<file path="src/rtl/ps2_pkg.sv">
// rtl/ps2_pkg.sv - shared types, constants and digit lookup for the PS/2 digit decoder
//
// Purpose: frame FSM state encoding, scan code set 2 prefix bytes, and the
//          make-code to digit lookup used by ps2_digit_decoder.
// Build option: NUMPAD_MAP_EN adds the non-extended keypad digit codes to the lookup.
// Ports: none (package).

package ps2_pkg;

  typedef enum logic [1:0] {
    ST_IDLE   = 2'd0,
    ST_DATA   = 2'd1,
    ST_PARITY = 2'd2,
    ST_STOP   = 2'd3
  } ps2_state_e;

  localparam logic [7:0] PS2_BREAK = 8'hF0;
  localparam logic [7:0] PS2_EXT   = 8'hE0;

  // Returns {hit, value}; hit=0 means the byte is not a digit make code.
  function automatic logic [4:0] digit_lookup(input logic [7:0] code);
    logic [4:0] r;
    r = 5'b0_0000;
    case (code)
      8'h45: r = {1'b1, 4'd0};
      8'h16: r = {1'b1, 4'd1};
      8'h1E: r = {1'b1, 4'd2};
      8'h26: r = {1'b1, 4'd3};
      8'h25: r = {1'b1, 4'd4};
      8'h2E: r = {1'b1, 4'd5};
      8'h36: r = {1'b1, 4'd6};
      8'h3D: r = {1'b1, 4'd7};
      8'h3E: r = {1'b1, 4'd8};
      8'h46: r = {1'b1, 4'd9};
`ifdef NUMPAD_MAP_EN
      8'h70: r = {1'b1, 4'd0};
      8'h69: r = {1'b1, 4'd1};
      8'h72: r = {1'b1, 4'd2};
      8'h7A: r = {1'b1, 4'd3};
      8'h6B: r = {1'b1, 4'd4};
      8'h73: r = {1'b1, 4'd5};
      8'h74: r = {1'b1, 4'd6};
      8'h6C: r = {1'b1, 4'd7};
      8'h75: r = {1'b1, 4'd8};
      8'h7D: r = {1'b1, 4'd9};
`endif
      default: r = 5'b0_0000;
    endcase
    return r;
  endfunction

endpackage

</file>
<file path="src/rtl/ps2_clk_filter.sv">
// rtl/ps2_clk_filter.sv - PS/2 pin synchronizer, clock glitch filter and falling-edge pulse
//
// Purpose: brings the asynchronous PS/2 pins into the clk domain, accepts a new
//          ps2_clk level only after FILTER_LEN consecutive identical samples,
//          and pulses fall_o for one cycle on a 1->0 change of the filtered clock.
// Ports:
//   clk        in   system clock
//   rst_n      in   synchronous active-low reset
//   ps2_clk_i  in   raw PS/2 clock pin
//   ps2_data_i in   raw PS/2 data pin
//   fall_o     out  one-cycle pulse on a filtered falling edge
//   data_o     out  synchronized data, valid to sample while fall_o is high

module ps2_clk_filter #(
  parameter int FILTER_LEN = 8
) (
  input  logic clk,
  input  logic rst_n,
  input  logic ps2_clk_i,
  input  logic ps2_data_i,
  output logic fall_o,
  output logic data_o
);

  localparam int CW = (FILTER_LEN > 1) ? $clog2(FILTER_LEN) : 1;
  localparam logic [CW-1:0] CNT_LAST = CW'(FILTER_LEN - 1);

  logic [1:0]    clk_sync_q;
  logic [1:0]    data_sync_q;
  logic          filt_q, filt_d;
  logic          filt_prev_q;
  logic [CW-1:0] cnt_q, cnt_d;

  // cnt_q counts consecutive samples that disagree with the filtered level;
  // any agreeing sample restarts the run.
  always_comb begin
    filt_d = filt_q;
    cnt_d  = '0;
    if (clk_sync_q[1] != filt_q) begin
      if (cnt_q == CNT_LAST) begin
        filt_d = clk_sync_q[1];
      end else begin
        cnt_d = cnt_q + 1'b1;
      end
    end
  end

  // Pins idle high, so reset everything to the released level to avoid a
  // spurious edge after reset.
  always_ff @(posedge clk) begin
    if (!rst_n) begin
      clk_sync_q  <= 2'b11;
      data_sync_q <= 2'b11;
      filt_q      <= 1'b1;
      filt_prev_q <= 1'b1;
      cnt_q       <= '0;
    end else begin
      clk_sync_q  <= {clk_sync_q[0], ps2_clk_i};
      data_sync_q <= {data_sync_q[0], ps2_data_i};
      filt_q      <= filt_d;
      filt_prev_q <= filt_q;
      cnt_q       <= cnt_d;
    end
  end

  assign fall_o = filt_prev_q & ~filt_q;
  assign data_o = data_sync_q[1];

endmodule

</file>
<file path="src/rtl/ps2_digit_decoder.sv">
// rtl/ps2_digit_decoder.sv - PS/2 frame receiver and digit-key decoder (top)
//
// Purpose: receives scan code set 2 frames, checks start/parity/stop framing
//          with a mid-frame timeout, tracks break/extended prefixes and holds
//          the last digit make code as a 4-bit value for the LCD driver.
// Build option: NUMPAD_MAP_EN also maps the non-extended keypad digits.
// Ports:
//   clk          in   system clock
//   rst_n        in   synchronous active-low reset
//   ps2_clk      in   raw PS/2 clock pin (asynchronous)
//   ps2_data     in   raw PS/2 data pin (asynchronous)
//   number       out  last accepted digit 0-9, held until replaced
//   number_valid out  one-cycle pulse when number is updated
//   scan_code    out  last correctly framed byte
//   frame_err    out  one-cycle pulse on parity, stop-bit or timeout error

module ps2_digit_decoder
  import ps2_pkg::*;
#(
  parameter int FILTER_LEN     = 8,
  parameter int TIMEOUT_CYCLES = 100000
) (
  input  logic       clk,
  input  logic       rst_n,
  input  logic       ps2_clk,
  input  logic       ps2_data,
  output logic [3:0] number,
  output logic       number_valid,
  output logic [7:0] scan_code,
  output logic       frame_err
);

  localparam int TW = $clog2(TIMEOUT_CYCLES + 1);
  localparam logic [TW-1:0] TMO_LAST = TW'(TIMEOUT_CYCLES - 1);

  logic fall;
  logic data_s;

  ps2_clk_filter #(
    .FILTER_LEN(FILTER_LEN)
  ) u_filter (
    .clk       (clk),
    .rst_n     (rst_n),
    .ps2_clk_i (ps2_clk),
    .ps2_data_i(ps2_data),
    .fall_o    (fall),
    .data_o    (data_s)
  );

  ps2_state_e    state_q, state_d;
  logic [2:0]    bit_cnt_q, bit_cnt_d;
  logic [7:0]    shreg_q, shreg_d;
  logic          parity_q, parity_d;
  logic [TW-1:0] tmo_q, tmo_d;
  logic          brk_q, brk_d;
  logic          ext_q, ext_d;
  logic [3:0]    number_q, number_d;
  logic          number_valid_q, number_valid_d;
  logic [7:0]    scan_code_q, scan_code_d;
  logic          frame_err_q, frame_err_d;
  logic [4:0]    lookup;

  assign lookup = digit_lookup(shreg_q);

  always_comb begin
    state_d        = state_q;
    bit_cnt_d      = bit_cnt_q;
    shreg_d        = shreg_q;
    parity_d       = parity_q;
    tmo_d          = tmo_q;
    brk_d          = brk_q;
    ext_d          = ext_q;
    number_d       = number_q;
    number_valid_d = 1'b0;
    scan_code_d    = scan_code_q;
    frame_err_d    = 1'b0;

    // An edge always wins over a coincident timeout terminal count.
    if (fall) begin
      tmo_d = '0;
      case (state_q)
        ST_IDLE: begin
          // A high start bit is silently ignored.
          if (!data_s) begin
            state_d   = ST_DATA;
            bit_cnt_d = 3'd0;
          end
        end
        ST_DATA: begin
          shreg_d   = {data_s, shreg_q[7:1]};
          bit_cnt_d = bit_cnt_q + 3'd1;
          if (bit_cnt_q == 3'd7) begin
            state_d = ST_PARITY;
          end
        end
        ST_PARITY: begin
          parity_d = data_s;
          state_d  = ST_STOP;
        end
        ST_STOP: begin
          state_d = ST_IDLE;
          if (data_s && (^{shreg_q, parity_q})) begin
            scan_code_d = shreg_q;
            if (shreg_q == PS2_BREAK) begin
              brk_d = 1'b1;
            end else if (shreg_q == PS2_EXT) begin
              ext_d = 1'b1;
            end else if (brk_q || ext_q) begin
              // Key release or extended key: consume the prefixes only.
              brk_d = 1'b0;
              ext_d = 1'b0;
            end else if (lookup[4]) begin
              number_d       = lookup[3:0];
              number_valid_d = 1'b1;
            end
          end else begin
            frame_err_d = 1'b1;
          end
        end
        default: state_d = ST_IDLE;
      endcase
    end else if (state_q != ST_IDLE) begin
      // Abort leaves the partial byte and prefix flags as they are.
      if (tmo_q == TMO_LAST) begin
        frame_err_d = 1'b1;
        state_d     = ST_IDLE;
        tmo_d       = '0;
      end else begin
        tmo_d = tmo_q + 1'b1;
      end
    end else begin
      tmo_d = '0;
    end
  end

  always_ff @(posedge clk) begin
    if (!rst_n) begin
      state_q        <= ST_IDLE;
      bit_cnt_q      <= 3'd0;
      shreg_q        <= 8'h00;
      parity_q       <= 1'b0;
      tmo_q          <= '0;
      brk_q          <= 1'b0;
      ext_q          <= 1'b0;
      number_q       <= 4'd0;
      number_valid_q <= 1'b0;
      scan_code_q    <= 8'h00;
      frame_err_q    <= 1'b0;
    end else begin
      state_q        <= state_d;
      bit_cnt_q      <= bit_cnt_d;
      shreg_q        <= shreg_d;
      parity_q       <= parity_d;
      tmo_q          <= tmo_d;
      brk_q          <= brk_d;
      ext_q          <= ext_d;
      number_q       <= number_d;
      number_valid_q <= number_valid_d;
      scan_code_q    <= scan_code_d;
      frame_err_q    <= frame_err_d;
    end
  end

  assign number       = number_q;
  assign number_valid = number_valid_q;
  assign scan_code    = scan_code_q;
  assign frame_err    = frame_err_q;

endmodule

</file>
<file path="config.mk">
export PLATFORM = sky130hd
export DESIGN_NAME = ps2_digit_decoder
export DESIGN_NICKNAME = d
export VERILOG_FILES = /design/src/rtl/ps2_pkg.sv /design/src/rtl/ps2_clk_filter.sv /design/src/rtl/ps2_digit_decoder.sv
export SDC_FILE = /design/constraint.sdc
export NUM_CORES = 1
export LEC_CHECK = 0
export CORE_AREA = 2 2 105 107
export DETAILED_ROUTE_END_ITERATION = 8
export DIE_AREA = 0 0 107 109
export HOLD_SLACK_MARGIN = 0.08
export SYNTH_ARGS = -nofsm -noshare
export SYNTH_HDL_FRONTEND = slang
export SYNTH_SLANG_ARGS = --single-unit
</file>
<file path="constraint.sdc">
create_clock -name clk -period 2.3 [get_ports clk]
set_input_delay 0.345 -clock clk [delete_from_list [all_inputs] [get_ports clk]]
set_output_delay 0.345 -clock clk [all_outputs]
set_load 0.005 [all_outputs]
</file>
# [Word level (Yosys, flattened, before mapping)]
# Cells that the tools add are included.
[classes] muxes=19 bitwise_logic=11 n_eq_ne=23 n_addsub=3 reduce_logical=22
[op_table] cell="$pmux W5 S10" n=1
[op_table] cell="$eq A8 B6 Y1 const B" n=6
[op_table] cell="$add A17 B1 Y17 const B" n=1
[op_table] cell="$eq A17 B17 Y1 const B" n=1
[op_table] cell="$eq A8 B5 Y1 const B" n=2
[op_table] cell="$eq A8 B7 Y1 const B" n=2
[op_table] cell="$eq A8 B8 Y1 const B" n=2
[op_table] cell="$reduce_bool A2 Y1" n=6
[op_table] cell="$mux W1" n=10
[op_table] cell="$mux W2" n=5
[op_table] cell="$not A1 Y1" n=10
[op_table] cell="$reduce_and A5 Y1" n=2
[op_table] cell="$reduce_xor A9 Y1" n=1
[op_table] cell="$pmux W2 S4" n=1
[op_table] cell="$reduce_and A7 Y1" n=1
[op_table] cell="$reduce_or A7 Y1" n=1
[op_table] cell="$add A3 B1 Y3 const B" n=2
[op_table] cell="$eq A3 B3 Y1 const B" n=2
[op_table] cell="$ne A3 B3 Y1 const B" n=2
[op_table] cell="$pmux W3 S2" n=1
[op_table] cell="$reduce_and A2 Y1" n=3
[op_table] cell="$reduce_and A3 Y1" n=2
[op_table] cell="$eq A2 B2 Y1 const B" n=2
[op_table] cell="$ne A2 B2 Y1 const B" n=2
[op_table] cell="other kinds (10)" n=10
[totals] in_bits=4 out_inout_bits=14 ff_bits=56

# [Logic depth before layout (Yosys ltp)]
[depth] ltp_word=5 ltp_mapped=8 depth_no_buf=7

# [Hierarchy]
# A second synthesis with hierarchy kept.
[hier_totals] cells_unflattened=297 hier_area_um2=2613.8
[by_module_without_submodules] module="ps2_digit_decoder" area_per_inst_um2=2313.5 n_inst=1 cells_each=273
[by_module_without_submodules] module="ps2_clk_filter" area_per_inst_um2=300.3 n_inst=1 cells_each=24

# [Worst setup path before layout]
# OpenSTA, ideal clock, no wires.
[synth_timing] path_type="register to register" startpoint="register shreg_q[1]" endpoint="register brk_q" setup_ps=120 arrival_ps=1879 path_stages_with_launch=9 n_path_buf=2 period_less_slack_ps=1999 slack_ps=301 path_cell_list="dfxtp_1 -> buf_6 -> xnor2_1 -> xnor3_2 -> xnor3_1 -> and2_4 -> buf_12 -> a21oi_1 -> nor2_1"
[synth_between] elab_chain_len=3 word_cells_on_any_way=8 cone_classes="eq/ne: 3; mux: 1; reduce/logical: 4"
[synth_lines] element="from (decl)" line="ps2_digit_decoder.sv:52" text="logic [7:0] shreg_q, shreg_d;"
[synth_lines] element="from (signal assigned)" line="ps2_digit_decoder.sv:152" text="shreg_q <= shreg_d;"
[synth_lines] element="$eq A8 B8 Y1, or another cell as far along" line="ps2_digit_decoder.sv:104" text="if (shreg_q == PS2_BREAK) begin"
[synth_lines] element="$ne A2 B2 Y1 (no source line), or another cell as far along"
[synth_lines] element="$reduce_and A5 Y1 (no source line)"
[synth_lines] element="to (signal assigned)" line="ps2_digit_decoder.sv:155" text="brk_q <= brk_d;"
[synth_lines] element="to (decl)" line="ps2_digit_decoder.sv:55" text="logic brk_q, brk_d;"
# Several ways; a longest one is shown, not always the timed one.
# A chain may end at the register's enable or synchronous reset.

# [Worst setup path after layout]
[layout_timing] startpoint="register shreg_q[2]" endpoint="register scan_code_q[6], in the netlist scan_code[6]"
[layout_between] elab_chain_len=3
[layout_lines] element="$reduce_xor A9 Y1" line="ps2_digit_decoder.sv:102" text="if (data_s && (^{shreg_q, parity_q})) begin"
[layout_lines] element="$logic_and A1 B1 Y1" line="ps2_digit_decoder.sv:102"
[layout_lines] element="$reduce_and A3 Y1 (no source line)"
[layout_lines] element="to (signal assigned)" line="ps2_digit_decoder.sv:159" text="scan_code_q <= scan_code_d;"
[layout_lines] element="to (decl)" line="ps2_digit_decoder.sv:59" text="logic [7:0] scan_code_q, scan_code_d;"
# No other way between the ends.

==> run summary <==
SYNTHESIS
------------------------------------------------------------------------------------
Cell count after synthesis                                                       300
Leading area contributor after synthesis                                sky130_fd_sc_hd__dfxtp_1
Syn avg cell area                                                          9.013 µm²
Leading cell types by count after synthesis                             sky130_fd_sc_hd__dfxtp_1 (56), sky130_fd_sc_hd__nor2_1 (37), sky130_fd_sc_hd__nand2_1 (24)
Main area contributors after synthesis                                  sky130_fd_sc_hd__dfxtp_1 (41%), sky130_fd_sc_hd__mux2i_1 (5.6%), sky130_fd_sc_hd__nor2_1 (5.1%), sky130_fd_sc_hd__ha_1 (4.2%), sky130_fd_sc_hd__xor2_1 (3.9%)
Proportion of synthesized chip area in sequential cells                       41.46%
Most frequent cell after synthesis                                      sky130_fd_sc_hd__dfxtp_1
Yosys warning count                                                                0
Async set-or-reset flop fraction in the synthesized netlist                       0%
Area share of the largest cell type after synthesis                           41.46%
Synth Register Bits                                                               56
Most used flip-flop cell after synthesis                                sky130_fd_sc_hd__dfxtp_1
Synth unique cells                                                                46
Number of enable-type register cells in the synthesized netlist                    0
Number of nets produced by synthesis                                             313
Netlist area before placement                                           0.002704 mm²

DRT
------------------------------------------------------------------------------------
Detail-routed net length per standard cell                                  11.16 µm
Routed Antenna Nets                                                                0
DRT iter0 DRCs                                                                    77
Remaining routing DRC violations                                                   0
Wire length reported by the detailed router                                  5134 µm
First-pass DRT Iterations                                                          4
Routed via count                                                                2068
Via-per-instance ratio                                                         4.496

PLACE
------------------------------------------------------------------------------------
Weighted congestion at the end of routability-driven global placement         0.7810
Port-buffer cells                                                                 17
Placed wire-length estimate after detailed placement                         3672 µm

FINISH
------------------------------------------------------------------------------------
Antenna fix cells                                                                  0
Final core occ                                                                29.17%
Footprint of the flip-flops and latches                                 0.001121 mm²
Proportion of layout cells with a drive suffix above 1                        8.125%
P&R area growth vs syn                                                        14.39%
Layout net count                                                                 333
Fillers                                                                         1128
Area of combinational cells with multiple inputs                        0.001429 mm²

STA
------------------------------------------------------------------------------------
RSZ-0062 raised after global routing                                           false
Max-slew headroom at the worst pin                                            65.11%
Post-route minimum period                                                   2.147 ns
Number of endpoints failing setup at the final stage                               0
Worst-case clock skew                                                    0.008581 ns
Number of pins exceeding their max-slew limit in the final report                  0
Fmax                                                                       465.7 MHz
Sum Neg Setup Slack                                                             0 ns
Number of hold violations in the final report                                      0
Final Cycle Share                                                             93.35%
Tightest Pin Transition                                                    0.5190 ns

FLOORPLANNING
------------------------------------------------------------------------------------
Count of boundary I/O pins                                                        18
Count of standard-cell rows                                                       38
Placeable core area                                                      0.01060 mm²
Total Die Area                                                           0.01166 mm²
Die Y-Extent                                                                  109 µm
Initial cell density of the core                                              25.50%
Chip width                                                                    107 µm

CRITICAL PATH
------------------------------------------------------------------------------------
Worst path slowest cell                                                 sky130_fd_sc_hd__dfxtp_1
Data arrival at the endpoint of the critical path                            2.34 ns
Delay of the slowest critical-path stage                                     0.50 ns
Startpoint kind of the worst setup timing path                             flip-flop
Cells along the critical path                                           xor2_1, xnor3_2, xnor3_1, and2_4, mux2i_1, nor2_1
Critical Setup Path Class                                               flip-flop to flip-flop
Highest fanout seen on the critical path                                          10
Element type at the critical path end                                      flip-flop
Required time reported for the critical path endpoint                        2.50 ns

PWR
------------------------------------------------------------------------------------
Internal power summed over all cells                                        1.190 mW
Part of the total power dissipated in the clock network                        34.1%
Fraction of power consumed by sequential logic                                 64.3%
IR Drop Worst-Case VDD                                                     0.2275 mV
Cell leakage power                                                          1.062 nW
Power density of the placed cells                                       490.0 mW/mm²
Combinational group share of total power                                        1.6%
Net switching power                                                        0.3259 mW
Share of total power consumed by net switching                                21.50%

CTS
------------------------------------------------------------------------------------
CTS H-tree depth                                                                   2
Post-CTS resize count                                                              0
TritonCTS clock tree                                                           built
Number of buffers between clock root and the deepest sink                          2
Post-CTS Setup Repair Bufs                                                         0
Clock sink count                                                                  56
Total clock buffers created by CTS                                                 5
Clk root buf                                                            sky130_fd_sc_hd__clkbuf_8
Clk_lat worst skew                                                           0.31 ns
Clock slew seen by the registers of the worst setup and hold paths           0.10 ns
CTS hold repair buffers                                                            0

GLOBAL ROUTE
------------------------------------------------------------------------------------
Antenna violations before repair                                                   0
Via count of the first global-routing pass                                      1957
Largest net degree at the start of global routing                                 31
First-pass GRT wire length                                                   8887 µm
All-layer global routing usage                                                9.318%
Overflow left after global routing                                                 0

MIN PATH
------------------------------------------------------------------------------------
Worst min path class                                                    flip-flop to flip-flop

JOB
------------------------------------------------------------------------------------
Number of max-cap violations                                                       0

STATUS
------------------------------------------------------------------------------------
Status                                                                     completed

-- power groups by stage --
stage | Clock (mW) | Sequential (mW) | Combinational, mW
after CTS | 0.540 | 0.975 | 0.0242
final | 0.517 | 0.975 | 0.0235
after floorplan | 0 | 0.997 | 0.0141
after global routing | 0.574 | 0.976 | 0.0270
after detailed placement | 0 | 0.998 | 0.0241
after global placement | 0 | 0.997 | 0.0238
-- layout make-up --
class | count | area share [%]
multi-input cells | 221 | 46.20
flip-flops and latches | 56 | 36.25
repair buffers | 29 | 8.414
well taps | 140 | 5.663
clock buffers | 5 | 2.225
inverters | 7 | 0.8495
clock inverters | 2 | 0.4045
-- worst max-delay path, delay by kind of cell, from the launching register on --
kind	cells	cell delay, ns
xor+xnor	3	1.01
simple gates	2	0.32
mux	1	0.21
flops	1	0.50
-- cells by family (layout without fill, tap and decap cells) --
family                   Yosys count  in the layout  synth area share [%]
AO/OA/AOI/OAI                     36             36                 8.098
XOR/XNOR                          24             24                 8.838
adder cells (fa/ha/maj)            9              9                 4.165
buffers and inverters             23             43                 5.692
flip-flops                        56             56                 41.46
multiplexers                      16             16                 5.969
AND/OR/NAND/NOR                  136            136                 25.78
-- layer usage --
metal	share of wire (%)	global-route usage (%)	wire length, µm
met3	3.1	2.152	158
met2	47	15.42	2417
met1	49	12.10	2513
met4	0.88	2.876	45
met5	0	0	0
-- stage by stage --
| step | power (mW) | cells | setup slack [ns] | hold WS (ns) | instance area (µm²) |
|---|---|---|---|---|---|
| 4_1_cts | 1.539 | 460 | 0.09550 | 0.4211 | 3093 |
| 2_1_floorplan | 1.011 | 300 | 0.3006 | 0.3863 | 2704 |
| 6_report | 1.515 | 460 | 0.1529 | 0.4159 | 3093 |
| 3_3_place_gp | 1.021 | 453 | 0.1818 | 0.3933 | 3012 |
| 3_5_place_dp | 1.022 | 453 | 0.1306 | 0.3973 | 3012 |
| 5_1_grt | 1.577 | 460 | 0.0004783 | 0.4510 | 3093 |
-- layout by cell type (no fill, tap or decap), types with 2 or more instances in the layout --
master                            instances
sky130_fd_sc_hd__mux2i_1                 15
sky130_fd_sc_hd__and4_1                   2
sky130_fd_sc_hd__nand4_1                  6
sky130_fd_sc_hd__a32o_1                   2
sky130_fd_sc_hd__nor2_1                  37
sky130_fd_sc_hd__clkdlybuf4s50_1         17
sky130_fd_sc_hd__o22ai_1                  2
sky130_fd_sc_hd__and2_1                   3
sky130_fd_sc_hd__o21ai_1                  2
sky130_fd_sc_hd__dfxtp_1                 56
sky130_fd_sc_hd__buf_4                   12
sky130_fd_sc_hd__nand3_1                 20
sky130_fd_sc_hd__ha_1                     9
sky130_fd_sc_hd__or2b_2                   2
sky130_fd_sc_hd__xor2_1                  12
sky130_fd_sc_hd__nand2b_1                 9
sky130_fd_sc_hd__a31oi_1                  3
sky130_fd_sc_hd__nor4_1                   6
sky130_fd_sc_hd__nand2_1                 24
sky130_fd_sc_hd__xnor2_1                 10
sky130_fd_sc_hd__or4b_1                   2
sky130_fd_sc_hd__and3_1                   6
sky130_fd_sc_hd__nor2b_1                  3
sky130_fd_sc_hd__nor3_1                   7
sky130_fd_sc_hd__a21oi_1                 18
sky130_fd_sc_hd__clkbuf_8                 5
sky130_fd_sc_hd__inv_1                    7
sky130_fd_sc_hd__or2_2                    2
sky130_fd_sc_hd__o31ai_1                  4
-- final timing paths --
check	cells after the start	end	start	slack (ns)
setup / recovery	6	scan_code[6]	shreg_q[2]	0.15
hold / removal	1	u_filter.clk_sync_q[1]	u_filter.clk_sync_q[0]	0.42
setup reg to reg	6	scan_code[6]	shreg_q[2]	0.15
hold reg to reg	1	u_filter.clk_sync_q[1]	u_filter.clk_sync_q[0]	0.42
-- flip-flops by register name, indices dropped and copies added, names as in the netlist, 3 cells and up --
register	count
tmo_q	17
u_filter.cnt_q	3
bit_cnt_q	3
shreg_q	8
number	4
scan_code	8
(Power assumes the default switching activity.)
